## src/rtl/data_mem_arbiter.sv

```systemverilog
// Arbitrates the single dataMemory port between the CPU load/store unit and host DMA.
// One request in flight; each requester gets a valid/ready request and a one-cycle response pulse.
module data_mem_arbiter #(
  parameter int ADDR_W       = 64,
  parameter int DATA_W       = 64,
  parameter int READ_LATENCY = 1
) (
  input  logic              clk,
  input  logic              rst,
  input  logic              cpu_priority,

  input  logic              cpu_req_valid,
  output logic              cpu_req_ready,
  input  logic              cpu_req_write,
  input  logic [ADDR_W-1:0] cpu_req_addr,
  input  logic [1:0]        cpu_req_size,
  input  logic [DATA_W-1:0] cpu_req_wdata,
  output logic              cpu_rsp_valid,
  output logic [DATA_W-1:0] cpu_rsp_rdata,
  output logic              cpu_rsp_err,

  input  logic              dma_req_valid,
  output logic              dma_req_ready,
  input  logic              dma_req_write,
  input  logic [ADDR_W-1:0] dma_req_addr,
  input  logic [1:0]        dma_req_size,
  input  logic [DATA_W-1:0] dma_req_wdata,
  output logic              dma_rsp_valid,
  output logic [DATA_W-1:0] dma_rsp_rdata,
  output logic              dma_rsp_err,

  output logic [ADDR_W-1:0] mem_address,
  output logic              mem_memRead,
  output logic              mem_memWrite,
  output logic [1:0]        mem_sizeSelect,
  output logic [DATA_W-1:0] mem_writeData,
  input  logic [DATA_W-1:0] mem_readData,

  output logic              grant_owner
);

  // state | meaning
  // IDLE  | waiting for a request, ready driven toward the winner
  // ISSUE | one-cycle memRead/memWrite strobe
  // WAIT  | counting down the memory read latency
  // RESP  | one-cycle response pulse to the owner
  typedef enum logic [1:0] {IDLE, ISSUE, WAIT, RESP} state_t;

  localparam logic [2:0] LAT = 3'(READ_LATENCY);

  state_t            state;
  logic              last_dma;
  logic              req_write;
  logic [2:0]        cnt;
  logic [DATA_W-1:0] rsp_rdata;
  logic              rsp_err;

  logic              dma_wins;
  logic              accept;
  logic              sel_write;
  logic [ADDR_W-1:0] sel_addr;
  logic [1:0]        sel_size;
  logic [DATA_W-1:0] sel_wdata;
  logic              misaligned;

  // CPU wins ties only when prioritised or when DMA was served last
  assign dma_wins      = dma_req_valid && (!cpu_req_valid || (!cpu_priority && !last_dma));
  assign cpu_req_ready = !rst && (state == IDLE) && cpu_req_valid && !dma_wins;
  assign dma_req_ready = !rst && (state == IDLE) && dma_wins;
  assign accept        = cpu_req_ready || dma_req_ready;

  assign sel_write = dma_wins ? dma_req_write : cpu_req_write;
  assign sel_addr  = dma_wins ? dma_req_addr  : cpu_req_addr;
  assign sel_size  = dma_wins ? dma_req_size  : cpu_req_size;
  assign sel_wdata = dma_wins ? dma_req_wdata : cpu_req_wdata;

  always_comb begin
    misaligned = 1'b0;
    case (sel_size)
      2'd1:    misaligned = sel_addr[0];
      2'd2:    misaligned = |sel_addr[1:0];
      2'd3:    misaligned = |sel_addr[2:0];
      default: misaligned = 1'b0;
    endcase
  end

  assign cpu_rsp_rdata = rsp_rdata;
  assign dma_rsp_rdata = rsp_rdata;
  assign cpu_rsp_err   = rsp_err;
  assign dma_rsp_err   = rsp_err;

  always_ff @(posedge clk or posedge rst) begin
    if (rst) begin
      state          <= IDLE;
      last_dma       <= 1'b1;
      grant_owner    <= 1'b0;
      req_write      <= 1'b0;
      cnt            <= 3'd0;
      rsp_rdata      <= '0;
      rsp_err        <= 1'b0;
      cpu_rsp_valid  <= 1'b0;
      dma_rsp_valid  <= 1'b0;
      mem_address    <= '0;
      mem_memRead    <= 1'b0;
      mem_memWrite   <= 1'b0;
      mem_sizeSelect <= 2'd0;
      mem_writeData  <= '0;
    end else begin
      case (state)
        IDLE: begin
          if (accept) begin
            grant_owner <= dma_wins;
            last_dma    <= dma_wins;
            req_write   <= sel_write;
            if (misaligned) begin
              rsp_rdata     <= '0;
              rsp_err       <= 1'b1;
              cpu_rsp_valid <= !dma_wins;
              dma_rsp_valid <= dma_wins;
              state         <= RESP;
            end else begin
              mem_address    <= sel_addr;
              mem_sizeSelect <= sel_size;
              mem_writeData  <= sel_wdata;
              mem_memRead    <= !sel_write;
              mem_memWrite   <= sel_write;
              state          <= ISSUE;
            end
          end
        end
        ISSUE: begin
          mem_memRead  <= 1'b0;
          mem_memWrite <= 1'b0;
          if (req_write) begin
            rsp_rdata     <= '0;
            rsp_err       <= 1'b0;
            cpu_rsp_valid <= !grant_owner;
            dma_rsp_valid <= grant_owner;
            state         <= RESP;
          end else begin
            cnt   <= LAT;
            state <= WAIT;
          end
        end
        WAIT: begin
          cnt <= cnt - 3'd1;
          if (cnt == 3'd1) begin
            rsp_rdata     <= mem_readData;
            rsp_err       <= 1'b0;
            cpu_rsp_valid <= !grant_owner;
            dma_rsp_valid <= grant_owner;
            state         <= RESP;
          end
        end
        RESP: begin
          cpu_rsp_valid <= 1'b0;
          dma_rsp_valid <= 1'b0;
          state         <= IDLE;
        end
        default: state <= IDLE;
      endcase
    end
  end

endmodule
```

## config.mk

```make
export PLATFORM = sky130hd
export DESIGN_NAME = data_mem_arbiter
export DESIGN_NICKNAME = d
export VERILOG_FILES = /design/src/rtl/data_mem_arbiter.sv
export SDC_FILE = /design/constraint.sdc
export NUM_CORES = 1
export LEC_CHECK = 0
export ABC_AREA = 1
export CAP_MARGIN = 20
export CORE_AREA = 5 5 229 231
export CTS_CLUSTER_SIZE = 30
export DETAILED_ROUTE_END_ITERATION = 6
export DIE_AREA = 0 0 234 236
export GPL_TIMING_DRIVEN = 0
export PLACE_DENSITY = 0.53
export SETUP_SLACK_MARGIN = 0.02
export SLEW_MARGIN = 20
export SYNTH_ARGS = -nofsm -noshare
export SYNTH_HDL_FRONTEND = slang
export SYNTH_SLANG_ARGS = --single-unit
```

## constraint.sdc

```tcl
create_clock -name clk -period 9.2 [get_ports clk]
set_input_delay 1.84 -clock clk [delete_from_list [all_inputs] [get_ports clk]]
set_output_delay 1.84 -clock clk [all_outputs]
set_load 0.005 [all_outputs]
```

==> out/metrics.csv, run 1 <==
stage,metric,value,unit
outcome,outcome,"finished, final reports clean",
clock_network,clock-root-buffer,clkbuf_16,
timing,slew_headroom,32.3,%
synthesis,ys_top_cells_by_area,"dfrtp_1 (47%), nand2_1 (34%), buf_4 (4.7%)",
worst_hold_path,worstHoldPathType,flop to flop,
synthesis,synth_most_common_cell,nand2_1,
grt,antenna_found_initial,3,
grt,grt_usage,17.1,%
floorplan,rows,82,
clock_network,cts_resized,0,
timing,setup_viol,0,
power,powerDensity,279,mW/mm2
worst_setup_path,critical-path-max-stage-delay,0.79,ns
route,drt-wirelength-per-cell,17.4,um
placed_design,globalplace.congestion,0.939,
grt,grt_overflow,0,
clock_network,cts_sinks,207,
route,drt-pass1-iter-count,5,
cells_and_area,synthToLayoutAreaGrowth,70.8,%
synthesis,synth_seq_area_share,47.4,%
placed_design,port_buffers,597,
clock_network,cts_buffer_depth,3,
timing,grt_setup_unrepaired,false,
synthesis,synth_area,0.0109,mm2
synthesis,syn_nets,1886,
clock_network,clk_pin_slew,0.06,ns
floorplan,die_x,234,um
timing,hold_viol,0,
floorplan,initial_core_util,21.9,%
timing,final_max_slew_viol_count,0,
worst_setup_path,crit_fanout,10,
worst_setup_path,cp_common_cell,clkdlybuf4s50_1,
clock_network,cts_tree,done,
worst_setup_path,end_kind,output port,
timing,fmax,163,MHz
grt,grt_pass1_wl,74.3,mm
synthesis,synth_common_cells,"nand2_1 (986), dfrtp_1 (206), inv_1 (80), buf_4 (68), nand4_1 (65)",
power,finalPower,5210,uW
synthesis,synth_edf_count,0,
grt,grt_pass1_vias,12300,
power,max-vdd-ir-drop,0.131,mV
power,p_leak,0.00963,uW
route,avgViaCountPerCell,4.17,
cells_and_area,final_layout_size_suffix_gt1_share,6.98,%
timing,worst_pin_slew,1.02,ns
clock_network,cts_inserted_buffers,26,
synthesis,synth-seq-cells,207,
synthesis,yosys.area.top_type,dfrtp_1,
grt,grt_max_degree,95,
route,vias,11900,
worst_setup_path,cp.arrival,4.31,ns
cells_and_area,fillers,5338,
route,ant_nets,0,
synthesis,yosysWarnings,0,
floorplan,core_area,0.0499,mm2
placed_design,place_hpwl,39.9,mm
synthesis,synthCells,1548,
route,drcViolationCount,0,
placed_design,placed_cell_area,0.0178,mm2
cells_and_area,seq_area,0.00518,mm2
synthesis,yosysUniqueCellTypes,28,
clock_network,htree_levels,1,
synthesis,synth_top_area_share,47.1,%
floorplan,die_h,236,um
worst_setup_path,criticalPathCategory,input port to output port,
route,first_iter_violations,553,
worst_setup_path,start_kind,input port,
timing,setup_tns,0,ns
worst_setup_path,crit_required,7.36,ns
worst_setup_path,crit_chain,"clkdlybuf4s50_1, o21ai_4, nand2_2, clkbuf_1, nor3_1, clkdlybuf4s50_1",
timing,fin_crit_sh,66.9,%
timing,finalClockSkew,0.0106,ns
cells_and_area,num_antenna_cells,0,
floorplan,io_pins,598,
clock_network,hold_buffers,0,
synthesis,async_flop_share,100,%
synthesis,synth-main-ff-cell,dfrtp_1,
floorplan,dieArea,0.0552,mm2
route,drt-total-wl,49.7,mm
clock_network,clk_latency,0.55,ns
worst_setup_path,cpMaxStageDelayCell,clkbuf_1,
cells_and_area,multi_input_area,0.00446,mm2
cells_and_area,fin_nets,2513,
clock_network,cts_setup_buffers,0,
cells_and_area,final_cell_area,0.0187,mm2
synthesis,postSynthAreaPerCell,7.07,um2
flow_run,maxCapViolCount,0,
timing,finalCriticalPeriod,6.15,ns
-- cells in the final DEF, fill, tap and decap left out --
cell             synthesis  final
nand2_1                986    986
clkdlybuf4s50_1          0    597
dfrtp_1                206    206
inv_1                   80     79
buf_4                   68     68
nand4_1                 65     65
clkbuf_1                50     58
clkbuf_16                0     27
buf_6                   17     17
buf_2                   17     17
nand3_1                 11     11
o21ai_0                  9      9
nor2_1                   7      7
ha_1                     7      7
clkbuf_8                 0      6
buf_1                    4      4
nand2_2                  3      3
a21oi_1                  3      3
inv_2                    2      2
a22oi_1                  2      2
clkinv_2                 0      2
bufinv_16                0      2
buf_16                   0      2
o21ai_4                  1      1
o21ai_1                  1      1
inv_8                    0      1
o211ai_2                 1      1
o2bb2ai_1                1      1
nand2_4                  1      1
clkbuf_2                 0      1
o22ai_1                  1      1
nor3_1                   1      1
xor2_1                   1      1
or2_2                    1      1
a22o_1                   1      1
dfstp_2                  1      1
-- worst paths after layout --
| path | to | start | slack [ns] | cells past startpoint |
|---|---|---|---|---|
| min reg2reg | mem_address[19] | mem_address[19] | 0.48 | 2 |
| max in group asynchronous | mem_address[21] | rst | 6.67 | 3 |
| min | mem_address[19] | mem_address[19] | 0.48 | 2 |
| max | dma_req_ready | cpu_req_valid | 3.05 | 6 |
| max reg2reg | mem_writeData[18] | last_dma | 6.62 | 8 |
| min in group asynchronous | mem_memWrite | rst | 1.73 | 2 |
-- state kept, by name, summed over array words and instances, names as in the netlist, 2 cells and up --
register and flops:
state 2, mem_address 64, mem_writeData 64, cnt 3, mem_sizeSelect 2, cpu_rsp_rdata 64
-- layout make-up --
type,instances,share of cell area [%]
multi-input cells,1103,23.9
clock inverters,4,0.375
inverters,82,1.69
clock buffers,42,4.24
well taps,672,4.50
repair buffers,599,32.3
plain buffers,156,5.30
flip-flops and latches,207,27.7
-- stage by stage --
stage | util, % | hold WS (ns) | setup WS, ns | instances
after detailed placement | 35.7 | 0.464 | 2.47 | 2819
after CTS | 37.5 | 0.480 | 2.45 | 2865
after floorplan | - | 0.465 | 0.548 | 1548
final | 37.5 | 0.478 | 3.05 | 2865
after global placement | 35.6 | 0.459 | -4.02 | 2817
after global routing | 37.5 | 0.492 | 2.78 | 2865
-- layer usage --
| metal | wire length (um) | track usage [%] | vias to the layer above |
|---|---|---|---|
| met5 | 27 | 0 | - |
| met4 | 1200 | 3.74 | 4 |
| met3 | 4440 | 5.17 | 73 |
| met2 | 24500 | 30.3 | 493 |
| met1 | 19600 | 20.2 | 5499 |
| li1 | - | - | 5880 |
-- logic make-up (layout without fill, tap and decap cells) --
| group | after synthesis | after routing | synth area share, % |
|---|---|---|---|
| AOI/OAI and AO/OA | 20 | 20 | 1.21 |
| xor gates and xnor gates | 1 | 1 | 0.0801 |
| adders and majority gates | 7 | 7 | 0.801 |
| buffers and inverters | 238 | 883 | 11.9 |
| DFF | 207 | 207 | 47.4 |
| and+or+nand+nor | 1075 | 1075 | 38.7 |
-- critical path: cells and delay by family --
| kind | cells | cell delay (ns) |
|---|---|---|
| buf+inv | 3 | 1.94 |
| compound gates | 1 | 0.12 |
| simple gates | 2 | 0.39 |
-- report_power, final --
part | switching (uW) | internal, uW
Combinational | 1260 | 1350
Sequential | 262 | 1300
Clock | 405 | 638
Total | 1920 | 3290
(Power assumes the default switching activity.)
==> run 2: changes to the inputs <==
--- a/config.mk
+++ b/config.mk
@@ -7,12 +7,12 @@
 export LEC_CHECK = 0
 export ABC_AREA = 1
 export CAP_MARGIN = 20
-export CORE_AREA = 5 5 229 231
+export CORE_AREA = 5 5 227 229
 export CTS_CLUSTER_SIZE = 30
 export DETAILED_ROUTE_END_ITERATION = 6
-export DIE_AREA = 0 0 234 236
+export DIE_AREA = 0 0 232 234
 export GPL_TIMING_DRIVEN = 0
-export PLACE_DENSITY = 0.53
+export PLACE_DENSITY = 0.56
 export SETUP_SLACK_MARGIN = 0.02
 export SLEW_MARGIN = 20
 export SYNTH_ARGS = -nofsm -noshare
==> constraint.sdc (replaced) <==
create_clock -name clk -period 5.1 [get_ports clk]
set_input_delay 1.02 -clock clk [delete_from_list [all_inputs] [get_ports clk]]
set_output_delay 1.02 -clock clk [all_outputs]
set_load 0.005 [all_outputs]
==> out/metrics.csv, run 2 (synthesized netlist as in run 1, its figures left out) <==
stage,metric,value,unit,change
power,powerDensity,517,mW/mm2,+85%
grt,grt_usage,17.3,%,+0.23 points
floorplan,io_pins,598,,unchanged
grt,grt_max_degree,34,,-64%
worst_setup_path,end_kind,output port,,
route,vias,12000,,+0.067%
timing,slew_headroom,25.9,%,-6.4 points
power,max-vdd-ir-drop,0.241,mV,+83%
worst_setup_path,crit_fanout,12,,+2
cells_and_area,final_layout_size_suffix_gt1_share,7.87,%,+0.89 points
timing,worst_slack,0.426,ns,-2.62 ns
worst_setup_path,critical-path-max-stage-delay,0.76,ns,-0.03 ns
worst_setup_path,criticalPathCategory,input port to output port,,
timing,hold_viol,0,,unchanged
floorplan,initial_core_util,22.1,%,+0.18 points
cells_and_area,fin_util,38.5,%,+1.0 points
timing,finalCriticalPeriod,4.67,ns,
floorplan,die_h,234,um,-0.85%
timing,worst_pin_slew,1.11,ns,+0.0961 ns
timing,grt_setup_unrepaired,false,,
grt,grt_overflow,0,,unchanged
floorplan,core_area,0.0495,mm2,-0.82%
placed_design,dp_slack,0.0629,ns,-2.40 ns
worst_setup_path,start_kind,input port,,
clock_network,hold_buffers,0,,unchanged
clock_network,clock-root-buffer,clkbuf_16,,
timing,final_max_slew_viol_count,0,,unchanged
route,drt-wirelength-per-cell,17.3,um,about the same
clock_network,cts_buffer_depth,3,,unchanged
timing,setup_tns,0,ns,unchanged
clock_network,clk_latency,0.55,ns,about the same
route,drcViolationCount,0,,unchanged
timing,setup_viol,0,,unchanged
clock_network,cts_inserted_buffers,26,,unchanged
route,drt-total-wl,49.8,mm,+0.17%
cells_and_area,synthToLayoutAreaGrowth,73.9,%,
grt,grt_pass1_wl,73.7,mm,-0.85%
clock_network,cts_tree,done,,
cells_and_area,layout_commonest_cell,nand2_1,,
worst_hold_path,worstHoldPathType,flop to flop,,
timing,fin_crit_sh,91.6,%,
timing,hold_ws,0.475,ns,-0.00254 ns
grt,antenna_found_initial,0,,-3
floorplan,rows,82,,unchanged
timing,finalClockSkew,0.0207,ns,+0.0101 ns
worst_setup_path,cp.arrival,3.65,ns,-0.66 ns
clock_network,htree_levels,1,,unchanged
cells_and_area,fillers,5181,,-2.9%
floorplan,dieArea,0.0543,mm2,-1.7%
cells_and_area,fin_cells,2872,,+0.24%
outcome,outcome,"finished, final reports clean",,
route,ant_nets,0,,unchanged
floorplan,die_x,232,um,-0.85%
route,first_iter_violations,707,,+28%
timing,fmax,214,MHz,
route,avgViaCountPerCell,4.16,,-0.18%
worst_setup_path,crit_chain,"clkdlybuf4s50_1, nand2_2, inv_1, clkbuf_1, nor2_1, clkdlybuf4s50_1",,
placed_design,dp_cells,2824,,+0.18%
grt,grt_pass1_vias,12100,,-1.6%
clock_network,cts_sinks,207,,unchanged
placed_design,port_buffers,597,,unchanged
flow_run,maxCapViolCount,0,,unchanged
clock_network,clk_pin_slew,0.06,ns,about the same
worst_setup_path,crit_required,4.08,ns,-3.28 ns
worst_setup_path,cpMaxStageDelayCell,clkdlybuf4s50_1,,
power,p_leak,0.00977,uW,+1.4%
placed_design,globalplace.congestion,0.965,,+2.8%
cells_and_area,layout_common_cells,"nand2_1 (985), clkdlybuf4s50_1 (597), dfrtp_1 (206)",,
worst_setup_path,cp_common_cell,clkdlybuf4s50_1,,
clock_network,cts_resized,0,,unchanged
route,drt-pass1-iter-count,5,,unchanged
clock_network,cts_setup_buffers,0,,unchanged
placed_design,place_hpwl,40.7,mm,+1.8%
cells_and_area,fin_nets,2517,,+0.16%
-- run 2: cell types whose count changed in the layout (fill, tap and decap cells not counted), moves of 2 or more --
cell / before / now
bufinv_16: 2 / 7
clkbuf_1: 58 / 50
buf_16: 2 / 0
buf_2: 17 / 10
nand3_1: 11 / 9
clkinvlp_4: 0 / 3
buf_12: 0 / 7
buf_6: 17 / 25
nand3_2: 0 / 2
-- run 2: metal layers --
layer	vias to the layer above	GRT usage [%]	share of wire, %
met5	-	0	0
met2	498	31.1	50
li1	5901	-	-
met1	5497	21.5	41
met4	0	3.19	1.7
met3	61	4.02	7.6
-- run 2: cell type report --
type                            instances  area (um2)  share of cell area, %
Inverter                               82         314                   1.65
Multi-Input combinational cell       1103        4500                   23.7
Clock buffer                           35         744                   3.91
Timing Repair Buffer                  604        6120                   32.2
Tap cell                              672         841                   4.42
Antenna cell                            1        2.50                 0.0132
Clock inverter                         13         264                   1.39
Buffer                                155        1060                   5.55
Sequential cell                       207        5180                   27.2
-- run 2: worst paths after layout --
check,startpoint,to,slack [ns],cells after the start
worst max-delay path,dma_req_valid,cpu_req_ready,0.43,6
worst min-delay path,mem_address[14],mem_address[14],0.48,2
worst max register to register,last_dma,mem_writeData[25],1.87,9
worst min register to register,mem_address[14],mem_address[14],0.48,2
max in group asynchronous,rst,mem_writeData[59],3.00,6
min in group asynchronous,rst,mem_writeData[6],0.89,2
-- run 2: report_power, final --
part,switching [uW],internal [uW]
Clock,769,1380
Combinational,2350,2540
Sequential,455,2350
Total,3570,6270
-- run 2: worst max-delay path: cells and delay by family --
kind	cells	cell delay, ns
and+or+nand+nor	2	0.28
buffers and inverters	4	2.33
-- run 2: per-stage QoR --
stage | total power [uW] | instance area, um2
after global placement | 7720 | 17900
after detailed placement | 7770 | 18000
after CTS | 10000 | 19000
after global routing | 10500 | 19000
after floorplan | 4940 | 11100
final | 9840 | 19000
==> run 3: changes to the inputs <==
--- a/config.mk
+++ b/config.mk
@@ -12,6 +12,7 @@
 export DETAILED_ROUTE_END_ITERATION = 6
 export DIE_AREA = 0 0 232 234
 export GPL_TIMING_DRIVEN = 0
+export HOLD_SLACK_MARGIN = 0.03
 export PLACE_DENSITY = 0.56
 export SETUP_SLACK_MARGIN = 0.02
 export SLEW_MARGIN = 20
==> results of run 3 <==
No change in the layout: final DEF, timing and power equal those of run 2.
